## config.mk

```make
export PLATFORM = sky130hd
export DESIGN_NAME = lmg_move_packer
export DESIGN_NICKNAME = d
export VERILOG_FILES = /design/src/rtl/lmg_move_packer.sv
export SDC_FILE = /design/constraint.sdc
export NUM_CORES = 1
export LEC_CHECK = 0
export CORE_ASPECT_RATIO = 1.75
export CORE_MARGIN = 2
export CORE_UTILIZATION = 45
export DETAILED_ROUTE_END_ITERATION = 12
export PLACE_DENSITY = 0.77
export SLEW_MARGIN = 10
export SYNTH_ARGS = -nofsm -noshare
export SYNTH_HDL_FRONTEND = slang
export SYNTH_SLANG_ARGS = --single-unit
export TNS_END_PERCENT = 100
```

## constraint.sdc

```tcl
create_clock -name clk -period 1.9 [get_ports clk]
set_clock_uncertainty 0.1 [all_clocks]
set_input_delay 0.38 -clock clk [delete_from_list [all_inputs] [get_ports clk]]
set_output_delay 0.38 -clock clk [all_outputs]
set_load 0.02 [all_outputs]
```

## src/rtl/lmg_move_packer.sv

```systemverilog
// rtl/lmg_move_packer.sv - drains the LMG move FIFO into the move-list RAM with a count header and zero terminator
// Optional feature macro: MOVE_PACK_TIMEOUT_EN (adds parameter TIMEOUT and output timeout for the LMG-done wait).
module lmg_move_packer #(
    parameter int SLOTS      = 8,
    parameter int MOVE_W     = 18,
    parameter int ADDR_WIDTH = 15,
    parameter int DATA_WIDTH = 32,
    parameter int BASE_ADDR  = 16,
    parameter int MAX_MOVES  = 255,
`ifdef MOVE_PACK_TIMEOUT_EN
    parameter int TIMEOUT    = 4096,
`endif
    localparam int CNT_W     = $clog2(MAX_MOVES + 1)
) (
    input  logic                          clk,
    input  logic                          reset,
    input  logic                          start,
    output logic                          busy,
    output logic                          done,
    output logic [CNT_W-1:0]              move_count,
    output logic                          overflow,
    output logic                          lmg_reset,
    input  logic                          lmg_done,
    input  logic                          lmg_fifo_empty,
    output logic                          lmg_rden,
    input  logic [SLOTS*(MOVE_W+1)-1:0]   lmg_fifo_out,
    output logic                          ram_wren,
    output logic [ADDR_WIDTH-1:0]         ram_wraddr,
    output logic [DATA_WIDTH-1:0]         ram_wdata
`ifdef MOVE_PACK_TIMEOUT_EN
    ,
    output logic                          timeout
`endif
);

    localparam int SW     = MOVE_W + 1;
    localparam int WORD_W = SLOTS * SW;
    localparam int KW     = (SLOTS > 1) ? $clog2(SLOTS) : 1;
    localparam logic [KW-1:0]         LAST_K = KW'(SLOTS - 1);
    localparam logic [CNT_W-1:0]      MAX_C  = CNT_W'(MAX_MOVES);
    localparam logic [ADDR_WIDTH-1:0] HDR_A  = ADDR_WIDTH'(BASE_ADDR);
    localparam logic [ADDR_WIDTH-1:0] MOVE_A = ADDR_WIDTH'(BASE_ADDR + 1);

    generate
        if (longint'(BASE_ADDR) + 1 + longint'(MAX_MOVES) >= (longint'(1) << ADDR_WIDTH)) begin : g_addr_chk
            $error("terminator address BASE_ADDR+1+MAX_MOVES does not fit in ADDR_WIDTH");
        end
        if (DATA_WIDTH < SW || DATA_WIDTH <= CNT_W) begin : g_data_chk
            $error("DATA_WIDTH too narrow for a move slot or the count header");
        end
    endgenerate

    typedef enum logic [3:0] {
        S_IDLE, S_LRST, S_WAITD, S_POP, S_CAP, S_SCAN, S_HDR, S_TERM, S_DONE
    } state_t;

    state_t                  r_state, w_next;
    logic                    r_start_d;
    logic [WORD_W-1:0]       r_buf;
    logic [KW-1:0]           r_k;
    logic [CNT_W-1:0]        r_count;
    logic                    r_ovf;
    logic                    r_pop;
    logic                    r_busy, r_done, r_overflow, r_lmg_reset;
    logic [CNT_W-1:0]        r_move_count;
    logic                    r_wren;
    logic [ADDR_WIDTH-1:0]   r_wraddr;
    logic [DATA_WIDTH-1:0]   r_wdata;

    logic                    w_start_edge, w_accept;
    logic [SW-1:0]           w_slot;
    logic                    w_slot_valid, w_any_valid, w_pop;
    logic                    w_wren;
    logic [ADDR_WIDTH-1:0]   w_wraddr;
    logic [DATA_WIDTH-1:0]   w_wdata;

`ifdef MOVE_PACK_TIMEOUT_EN
    localparam int TO_W = $clog2(TIMEOUT + 1);
    logic [TO_W-1:0]         r_to_cnt;
    logic                    r_timeout;
    logic                    w_to_hit;
    assign timeout = r_timeout;
`endif

    assign w_start_edge = start & ~r_start_d;
    assign w_accept     = w_start_edge && (r_state == S_IDLE || r_state == S_DONE);
    assign w_slot       = r_buf[int'(r_k) * SW +: SW];
    assign w_slot_valid = ~w_slot[SW-1];

    always_comb begin
        w_any_valid = 1'b0;
        for (int k = 0; k < SLOTS; k++) begin
            if (!r_buf[(k + 1) * SW - 1]) w_any_valid = 1'b1;
        end
    end

    // The pop decision is taken on the way into POP so lmg_rden is high during POP itself.
    always_comb begin
        w_next   = r_state;
        w_pop    = 1'b0;
        w_wren   = 1'b0;
        w_wraddr = '0;
        w_wdata  = '0;
`ifdef MOVE_PACK_TIMEOUT_EN
        w_to_hit = 1'b0;
`endif
        case (r_state)
            S_IDLE, S_DONE: if (w_start_edge) w_next = S_LRST;
            S_LRST:         w_next = S_WAITD;
            S_WAITD: begin
                if (lmg_done) begin
                    w_next = S_POP;
                    w_pop  = ~lmg_fifo_empty;
                end
`ifdef MOVE_PACK_TIMEOUT_EN
                else if (r_to_cnt == TO_W'(TIMEOUT - 1)) begin
                    w_next   = S_HDR;
                    w_to_hit = 1'b1;
                end
`endif
            end
            S_POP:          w_next = r_pop ? S_CAP : S_HDR;
            S_CAP:          w_next = S_SCAN;
            S_SCAN: begin
                if (w_slot_valid && r_count != MAX_C) begin
                    w_wren   = 1'b1;
                    w_wraddr = MOVE_A + ADDR_WIDTH'(r_count);
                    w_wdata  = DATA_WIDTH'(w_slot[MOVE_W-1:0]);
                end
                if (r_k == LAST_K) begin
                    if (w_any_valid) begin
                        w_next = S_POP;
                        w_pop  = ~lmg_fifo_empty;
                    end else begin
                        w_next = S_HDR;
                    end
                end
            end
            S_HDR: begin
                w_wren                 = 1'b1;
                w_wraddr               = HDR_A;
                w_wdata[CNT_W-1:0]     = r_count;
                w_wdata[DATA_WIDTH-1]  = r_ovf;
                w_next                 = S_TERM;
            end
            S_TERM: begin
                w_wren   = 1'b1;
                w_wraddr = MOVE_A + ADDR_WIDTH'(r_count);
                w_next   = S_DONE;
            end
            default:        w_next = S_IDLE;
        endcase
    end

    always_ff @(posedge clk) begin
        if (reset) begin
            r_state      <= S_IDLE;
            r_start_d    <= 1'b0;
            r_buf        <= '0;
            r_k          <= '0;
            r_count      <= '0;
            r_ovf        <= 1'b0;
            r_pop        <= 1'b0;
            r_busy       <= 1'b0;
            r_done       <= 1'b0;
            r_overflow   <= 1'b0;
            r_lmg_reset  <= 1'b0;
            r_move_count <= '0;
            r_wren       <= 1'b0;
            r_wraddr     <= '0;
            r_wdata      <= '0;
`ifdef MOVE_PACK_TIMEOUT_EN
            r_to_cnt     <= '0;
            r_timeout    <= 1'b0;
`endif
        end else begin
            r_state     <= w_next;
            r_start_d   <= start;
            r_pop       <= w_pop;
            r_lmg_reset <= (w_next == S_LRST);
            r_busy      <= (w_next != S_IDLE) && (w_next != S_DONE);
            r_done      <= (w_next == S_DONE);
            r_wren      <= w_wren;
            r_wraddr    <= w_wraddr;
            r_wdata     <= w_wdata;
            if (w_accept) begin
                r_count      <= '0;
                r_ovf        <= 1'b0;
                r_move_count <= '0;
                r_overflow   <= 1'b0;
`ifdef MOVE_PACK_TIMEOUT_EN
                r_timeout    <= 1'b0;
`endif
            end
            if (r_state == S_CAP) begin
                r_buf <= lmg_fifo_out;
                r_k   <= '0;
            end
            if (r_state == S_SCAN) begin
                r_k <= r_k + 1'b1;
                if (w_slot_valid) begin
                    if (r_count != MAX_C) r_count <= r_count + 1'b1;
                    else                  r_ovf   <= 1'b1;
                end
            end
            if (w_next == S_DONE) begin
                r_move_count <= r_count;
                r_overflow   <= r_ovf;
            end
`ifdef MOVE_PACK_TIMEOUT_EN
            r_to_cnt <= (r_state == S_WAITD) ? r_to_cnt + 1'b1 : '0;
            if (w_to_hit) r_timeout <= 1'b1;
`endif
        end
    end

    assign busy       = r_busy;
    assign done       = r_done;
    assign move_count = r_move_count;
    assign overflow   = r_overflow;
    assign lmg_reset  = r_lmg_reset;
    assign lmg_rden   = r_pop;
    assign ram_wren   = r_wren;
    assign ram_wraddr = r_wraddr;
    assign ram_wdata  = r_wdata;

endmodule

```

Word-level counts from Yosys, hierarchy flattened

Cells that the tools add are included.

$add $sub $neg: 3
$mul: 1
Equality and inequality tests: 13
Shift operators: 1
Mux-type cells: 39
Bitwise logic cells: 6
Reduce and logical (&&, ||, !) cells: 12

Operators with widths:

| cell                | count |
|---|---|
| $shiftx 152x9->19   | 1 |
| $mux 8              | 7 |
| $pmux 4 s8          | 1 |
| $pmux 9 s3          | 1 |
| $mux 1              | 18 |
| $eq 4x3->1 const B  | 4 |
| $pmux 8 s2          | 1 |
| $mux 4              | 3 |
| $add 5x8->9 const A | 1 |
| $mux 3              | 3 |
| $mux 9              | 1 |
| $add 8x1->8 const B | 1 |
| $eq 4x1->1 const B  | 2 |
| $eq 4x2->1 const B  | 2 |
| $eq 4x4->1 const B  | 2 |
| $mul 3x5->8 const B | 1 |
| $ne 8x8->1 const B  | 1 |
| $pmux 1 s2          | 3 |
| $reduce_or 2->1     | 3 |
| $not 1->1           | 5 |
| $logic_not 4->1     | 1 |
| $ne 4x4->1 const B  | 1 |
| $reduce_bool 2->1   | 2 |
| $reduce_bool 4->1   | 1 |
| other kinds (7)     | 9 |

Register bits after elaboration: 230
Bits of input ports: 157
Output and inout bits: 61
Word-level logic and storage cells: 92

Longest topological paths before layout

Gate-level depths: netlist of the first run.

Depth after elaboration: 13
Gate-level depth with buffers: 8
Gate-level depth less buffers: 6

Worst setup path before layout of the first run

Ideal clock, no wire load.

Path type: flip-flop to flip-flop
Start point: register r_k[0]
End point: register r_wdata[10] (netlist: ram_wdata[10])
Arrival time: 1.784 ns
Required time: 1.686 ns
Path slack: -0.098 ns
Stages on the path, launching flop included: 7
Buffers on the path: 3
Period minus slack after synthesis: 1.998 ns
Cells stage by stage: dfxtp_1 buf_2 buf_2 buf_2 mux4_2 mux2i_1 nor2_1

Longest elaborated chain between the ends: 6

Ends and longest elaborated chain:

| item                      | line | source |
|---|---|---|
| start, declared           | 60   | `logic [KW-1:0] r_k;` |
| start signal, assigned    | 200  | `r_k <= r_k + 1'b1;` |
| $mul 3x5->8 *             | 87   | `assign w_slot = r_buf[int'(r_k) * SW +: SW];` |
| $shiftx 152x9->19 *       | 87   |  |
| $not 1->1                 | 88   | `assign w_slot_valid = ~w_slot[SW-1];` |
| $logic_and 1x1->1         | 125  | `if (w_slot_valid && r_count != MAX_C) begin` |
| $not 1->1 (no line)       | -    |  |
| $reduce_or 3->1 (no line) | -    |  |
| end signal, assigned      | 185  | `r_wdata <= w_wdata;` |
| end, declared             | 68   | `logic [DATA_WIDTH-1:0] r_wdata;` |

Every way passes the cells marked *; elsewhere a longest branch is shown, timed or not.
A chain may end at the register's enable or synchronous reset.

Worst setup path in the final report of the first run

Start point: register r_k[0]
End point: register r_wdata[15] (netlist: ram_wdata[15])

The elaborated chain is that of the path after synthesis.

==> impl_metrics.tcl, run 1 <==
set metrics [dict create \
    status "complete, no violations" \
    rsz0062_at_grt "true" \
    wl_per_cell_um 17.3 \
    min_path_type "input pin to flop" \
    synth_top_family_by_area "simple AND/OR/NAND/NOR gates" \
    period_share 0.994 \
    worstMarginPinSlew_ps 551 \
    first_global_vias 7451 \
    synth-simple-area-share 0.201 \
    p_int_mw 7.14 \
    placed_area_um2 11200 \
    sequentialPowerShare 0.493 \
    synth-compound-area-share 0.136 \
    viasPerCell 5.25 \
    cts_sinks 211 \
    rows 67 \
    postSynth.asyncResetShare 0 \
    nNetsFinal 1368 \
    clock_latency_ps 490 \
    worstPathMaxFanout 7 \
    syn_inst 1014 \
    relSlewSlack 0.633 \
    dpl.hpwl_um 18100 \
    core_um2 19200 \
    gp_congestion 0.908 \
    hold_buffers 0 \
    yosysTopAreaCell "dfxtp_1" \
    min_period_ps 1890 \
    crit_arrival_ps 2210 \
    synthTopCellsByArea "dfxtp_1 (48%), nand2_1 (14%), a21oi_1 (9.7%), mux4_2 (9.2%), clkbuf_1 (2.2%)" \
    htree_levels 1 \
    hp-start "reset" \
    cap_violations 0 \
    cts-buffers-inserted 20 \
    netlist_area_um2 8840 \
    ant_nets 0 \
    n_antenna_cell 0 \
    end_kind "flop" \
    synthAdderAreaFrac 0.00425 \
    pwr-share-clk 0.423 \
    die_y_um 189 \
    track_usage 0.233 \
    route.vias.total 7686 \
    drc 0 \
    crit_family "simple AND/OR/NAND/NOR gates" \
    setup-violations-final 0 \
    max_freq_ghz 0.529 \
    cts-root-buf "clkbuf_16" \
    clockBufferDepth 3 \
    hold_violations 0 \
    ys_warn_count 0 \
    drtIter0Drc 426 \
    globalRouteOverflowTotal 0 \
    cellLeakagePower_nw 4.42 \
    die_area_um2 20800 \
    area_delta_synth_final_pct 36.7 \
    syn_avg_cell_area_um2 8.72 \
    fillers 1640 \
    grt_pass1_wl_um 37400 \
    synth_seq_cells 211 \
    r2r_start "r_k[0]" \
    antenna_found_initial 0 \
    crit_required_ps 2220 \
    grt_max_degree 104 \
    fin_worst_hold_slack_ps 169 \
    yosysUniqueCellTypes 56 \
    start_util 0.461 \
    worstSetupStartpoint "r_k[0]" \
    total_power_mw 9.15 \
    tns_ps 0 \
    port-buffer-count 198 \
    crit_path_start_kind "flop" \
    synthFlopType "dfxtp_1" \
    yosys-mux-area-fraction 0.118 \
    switchingPower_mw 2.01 \
    cts_tree "done" \
    slew_viol_final 0 \
    final_cell_area_um2 12100 \
    pin_count 218 \
    synth_edf_count 0 \
    slowest_delay_ps 610 \
    synth_common_cells "nand2_1 (321), dfxtp_1 (211), a21oi_1 (172)" \
    power_frac_comb 0.084 \
    critPathBufInv 1 \
    first_pass_iters 4 \
    drive_above_1_share 0.133 \
    fp.dieW_um 110 \
    routed_wl_um 25300 \
    crit_path_top_delay_cell "or4_4" \
    final_core_util 0.630 \
    peakVddDrop_mv 0.633 \
    crit_type "flop to flop" \
    swShare 0.220 \
    clkTransAtPathRegs_ps 70 \
    powerDensity_nw_per_um2 757 \
    synth_seq_area_share 0.478 \
    synth_most_common_cell "nand2_1" \
    synth_xor_area_frac 0.00594 \
    crit_path_cell_trace "buf_12 -> mux2i_4 -> o221ai_4 -> or4_4 -> nor2_1" \
    yosys.area.top_type_share 0.478 \
]
==> power groups by stage <==
stage | Clock, mW | Sequential [mW] | Combinational, mW
2_1_floorplan | 0 | 4.61 | 0.319
3_3_place_gp | 0 | 4.61 | 0.745
3_5_place_dp | 0 | 4.61 | 0.748
4_1_cts | 3.94 | 4.51 | 0.752
5_1_grt | 4.09 | 4.52 | 0.821
6_report | 3.87 | 4.51 | 0.766
==> per-stage QoR <==
step	setup WS [ps]	cells
final	11.2	1463
after global routing	-48.4	1463
after CTS	1.11	1453
after detailed placement	-1.69	1417
after global placement	17.3	1417
after floorplan	17.7	1032
==> worst paths after layout <==
| path | slack (ps) | cells past startpoint | endpoint |
|---|---|---|---|
| max reg2reg | 10 | 5 | ram_wdata[15] |
| max | 10 | 5 | ram_wdata[15] |
| min | 170 | 2 | r_state[2] |
| min reg2reg | 350 | 2 | r_buf[68] |
==> routing by layer <==
metal  track usage  share of wire  up-vias
li1              -              -     3816
met1         0.235           0.34     3566
met2         0.441           0.55      245
met3        0.0379          0.055       59
met4         0.121          0.055        0
met5             0              0        -
==> worst register-to-register path, delay by kind of cell (launching register included) <==
| kind | cells | cell delay [ps] |
|---|---|---|
| and+or+nand+nor | 2 | 760 |
| DFF | 1 | 390 |
| muxes | 1 | 260 |
| AOI/OAI and AO/OA | 1 | 190 |
| buffers and inverters | 1 | 130 |
==> layout make-up <==
cell class	count	area, um2	share of cell area
clock buffers	32	617	0.0510
clock inverters	4	20.0	0.00166
inverters	4	15.0	0.00124
multi-input cells	717	4310	0.357
flip-flops and latches	211	4230	0.350
well taps	241	302	0.0249
repair buffers	254	2590	0.215
==> cell families (layout without fill, tap and decap cells) <==
kind of cell | Yosys count | after routing
fa+ha+maj | 3 | 3
xor+xnor | 6 | 6
other cells | 1 | 19
simple gates | 417 | 418
compound gates | 213 | 213
buf+inv | 105 | 294
mux | 58 | 58
flops | 211 | 211
==> registers in the layout, summed over array words and instances, names as in the netlist, 3 cells and up <==
name,flops
ram_wdata,19
r_buf,152
ram_wraddr,9
r_state,4
r_k,3
r_count,8
move_count,8
==> placed cells by master, fill, tap and decap left out, drive strengths merged, types with 4 or more instances in the layout <==
cell type / netlist / final
a21oi: 172 / 172
a22o: 8 / 8
buf: 50 / 55
clkbuf: 51 / 34
clkdlybuf4s50: 0 / 157
clkinv: 0 / 4
conb: 1 / 19
dfxtp: 211 / 211
dlygate4sd2: 0 / 26
dlymetal6s2s: 0 / 14
inv: 4 / 4
mux2: 8 / 8
mux2i: 14 / 14
mux4: 36 / 36
nand2: 321 / 321
nand2b: 17 / 17
nand3: 7 / 7
nand4: 13 / 13
nor2: 23 / 23
nor3: 10 / 10
o21ai: 5 / 5
o221ai: 4 / 4
or4: 3 / 4
xnor2: 4 / 4
==> repair_timing <==
item,in CTS,in global routing
cloned,0,3
buffers inserted,0,7
pin swaps,0,10
endpoints found under the hold margin,0,0
gates resized for setup,27,41
setup endpoints to repair,29,43
(Power assumes the default switching activity.)
==> run 2: changes to the inputs <==
--- a/config.mk
+++ b/config.mk
@@ -5,11 +5,13 @@
 export SDC_FILE = /design/constraint.sdc
 export NUM_CORES = 1
 export LEC_CHECK = 0
+export CAP_MARGIN = 20
 export CORE_ASPECT_RATIO = 1.75
-export CORE_MARGIN = 2
+export CORE_MARGIN = 4
 export CORE_UTILIZATION = 45
 export DETAILED_ROUTE_END_ITERATION = 12
 export PLACE_DENSITY = 0.77
+export SETUP_SLACK_MARGIN = 0.02
 export SLEW_MARGIN = 10
 export SYNTH_ARGS = -nofsm -noshare
 export SYNTH_HDL_FRONTEND = slang
==> run 2 against run 1 <==
Against the previous run: die area rose by 5.8%; fmax up 1.1%; core utilization about the same; largest power group unchanged.
==> impl_metrics.tcl, run 2 (synthesis results as in run 1) <==
set metrics [dict create \
    cap_violations 0 \
    cts_sinks 211 \
    viasPerCell 5.29 \
    grt_pass1_wl_um 39500 \
    cts_tree "done" \
    crit_required_ps 2230 \
    htree_levels 1 \
    antenna_found_initial 1 \
    clock_latency_ps 490 \
    drc 0 \
    core_um2 19300 \
    crit_path_cell_trace "ha_2 -> and3_1 -> and3_4 -> or4_4 -> nor2_1" \
    crit_family "simple AND/OR/NAND/NOR gates" \
    fp.dieW_um 114 \
    track_usage 0.224 \
    critPathBufInv 0 \
    r2r_start "r_count[0]" \
    status "complete, no violations" \
    pin_count 218 \
    setup-violations-final 0 \
    dpl.hpwl_um 18500 \
    drive_above_1_share 0.144 \
    tns_ps 0 \
    ant_nets 0 \
    peakVddDrop_mv 0.795 \
    start_util 0.459 \
    crit_type "flop to flop" \
    end_kind "flop" \
    regMostFlops "r_buf" \
    min_period_ps 1870 \
    fillers 1665 \
    powerDensity_nw_per_um2 775 \
    rows 67 \
    crit_arrival_ps 2190 \
    wl_per_cell_um 17.4 \
    final_common_cell "nand2_1" \
    area_delta_synth_final_pct 37.3 \
    drtIter0Drc 387 \
    clkTransAtPathRegs_ps 60 \
    worstPathMaxFanout 12 \
    clockBufferDepth 3 \
    cts-buffers-inserted 20 \
    first_pass_iters 4 \
    gp_congestion 0.925 \
    port-buffer-count 198 \
    worstMarginPinSlew_ps 571 \
    slew_viol_final 0 \
    worstSetupStartpoint "r_count[0]" \
    dp.cells 1424 \
    die_area_um2 22000 \
    total_power_mw 9.41 \
    cts-root-buf "clkbuf_16" \
    hold_violations 0 \
    relSlewSlack 0.619 \
    globalRouteOverflowTotal 0 \
    layout.cells.non_filler 1470 \
    nNetsFinal 1377 \
    min_path_type "input pin to flop" \
    period_share 0.983 \
    timing.rr.end "ram_wdata[16]" \
    slowest_delay_ps 630 \
    rsz0062_at_grt "true" \
    holdPathStages 2 \
    rr_worst_depth 5 \
    final_cell_mix "nand2_1 (321), dfxtp_1 (209), a21oi_1 (170), clkdlybuf4s50_1 (156), buf_4 (51)" \
    first_global_vias 7949 \
    largest_reg_flops 152 \
    worst_hold_path.endpoint "r_state[2]" \
    hp-start "reset" \
    max_freq_ghz 0.535 \
    route.vias.total 7781 \
    final_core_util 0.630 \
    r2r_slack_ps 30 \
    crit_path_top_delay_cell "or4_4" \
    die_y_um 193 \
    crit_path_start_kind "flop" \
    grt_max_degree 58 \
    cellLeakagePower_nw 4.33 \
    routed_wl_um 25600 \
]
## run 2: changes by cell type in the layout (fill, tap and decap cells not counted), moves of 3 or more
cell,before,now
buf_6,2,6
o221ai_1,3,0
dlygate4sd2_1,26,38
o221ai_2,0,3
dlymetal6s2s_1,14,3
buf_4,41,51
clkbuf_1,6,2
## run 2: cell type report
class                      count  area, um2  share of cell area
clock inverter                 4       70.1             0.00577
inverter                       4       15.0             0.00124
multi-input combinational    716       4330               0.356
tap                          241        302              0.0248
antenna                        1       2.50            0.000206
timing repair buffer         264       2580               0.213
clock buffer                  29        616              0.0507
sequential                   211       4230               0.348
## run 2: how the worst max path moves through the flow
stage,endpoint,slack (ps),cells after the start
after floorplan,ram_wdata[10],20,6
after global placement,move_count[3],-30,7
after detailed placement,move_count[0],-50,7
after CTS,ram_wraddr[7],20,1
after global routing,ram_wdata[16],-50,5
final,ram_wdata[16],30,5
## run 2: per-layer routing
| layer | GRT usage | wire (um) |
|---|---|---|
| met1 | 0.218 | 8560 |
| met4 | 0.122 | 1590 |
| met3 | 0.0372 | 1190 |
| met2 | 0.431 | 14200 |
| met5 | 0 | 0 |
## run 2: timing repair
action                                  4_1_cts  5_1_grt
hold buffers                                  0        0
pin swaps                                     1       16
gates resized for setup                      47       27
endpoints found under the setup margin       53       80
setup buffers                                 0       12
## run 2: power by group
group | total (mW) | switching [mW] | internal, mW
registers | 4.52 | 0.0357 | 4.48
clock network | 4.12 | 1.62 | 2.51
logic | 0.768 | 0.334 | 0.433
total | 9.41 | 1.99 | 7.42
## run 2: metrics by stage
stage | setup WS, ps | instance area, um2 | hold WS [ps]
4_1_cts | 21.2 | 11900 | 167
2_1_floorplan | 21.2 | 8930 | 333
5_1_grt | -53.3 | 12100 | 209
3_5_place_dp | -45.0 | 11200 | 344
6_report | 32.3 | 12100 | 182
3_3_place_gp | -25.7 | 11200 | 339
## run 2: worst reg2reg max path, cell delays in order, from the launching register on
cell and delay, ps:
dfxtp_1 310, ha_2 180, and3_1 210, and3_4 210
or4_4 630, nor2_1 150
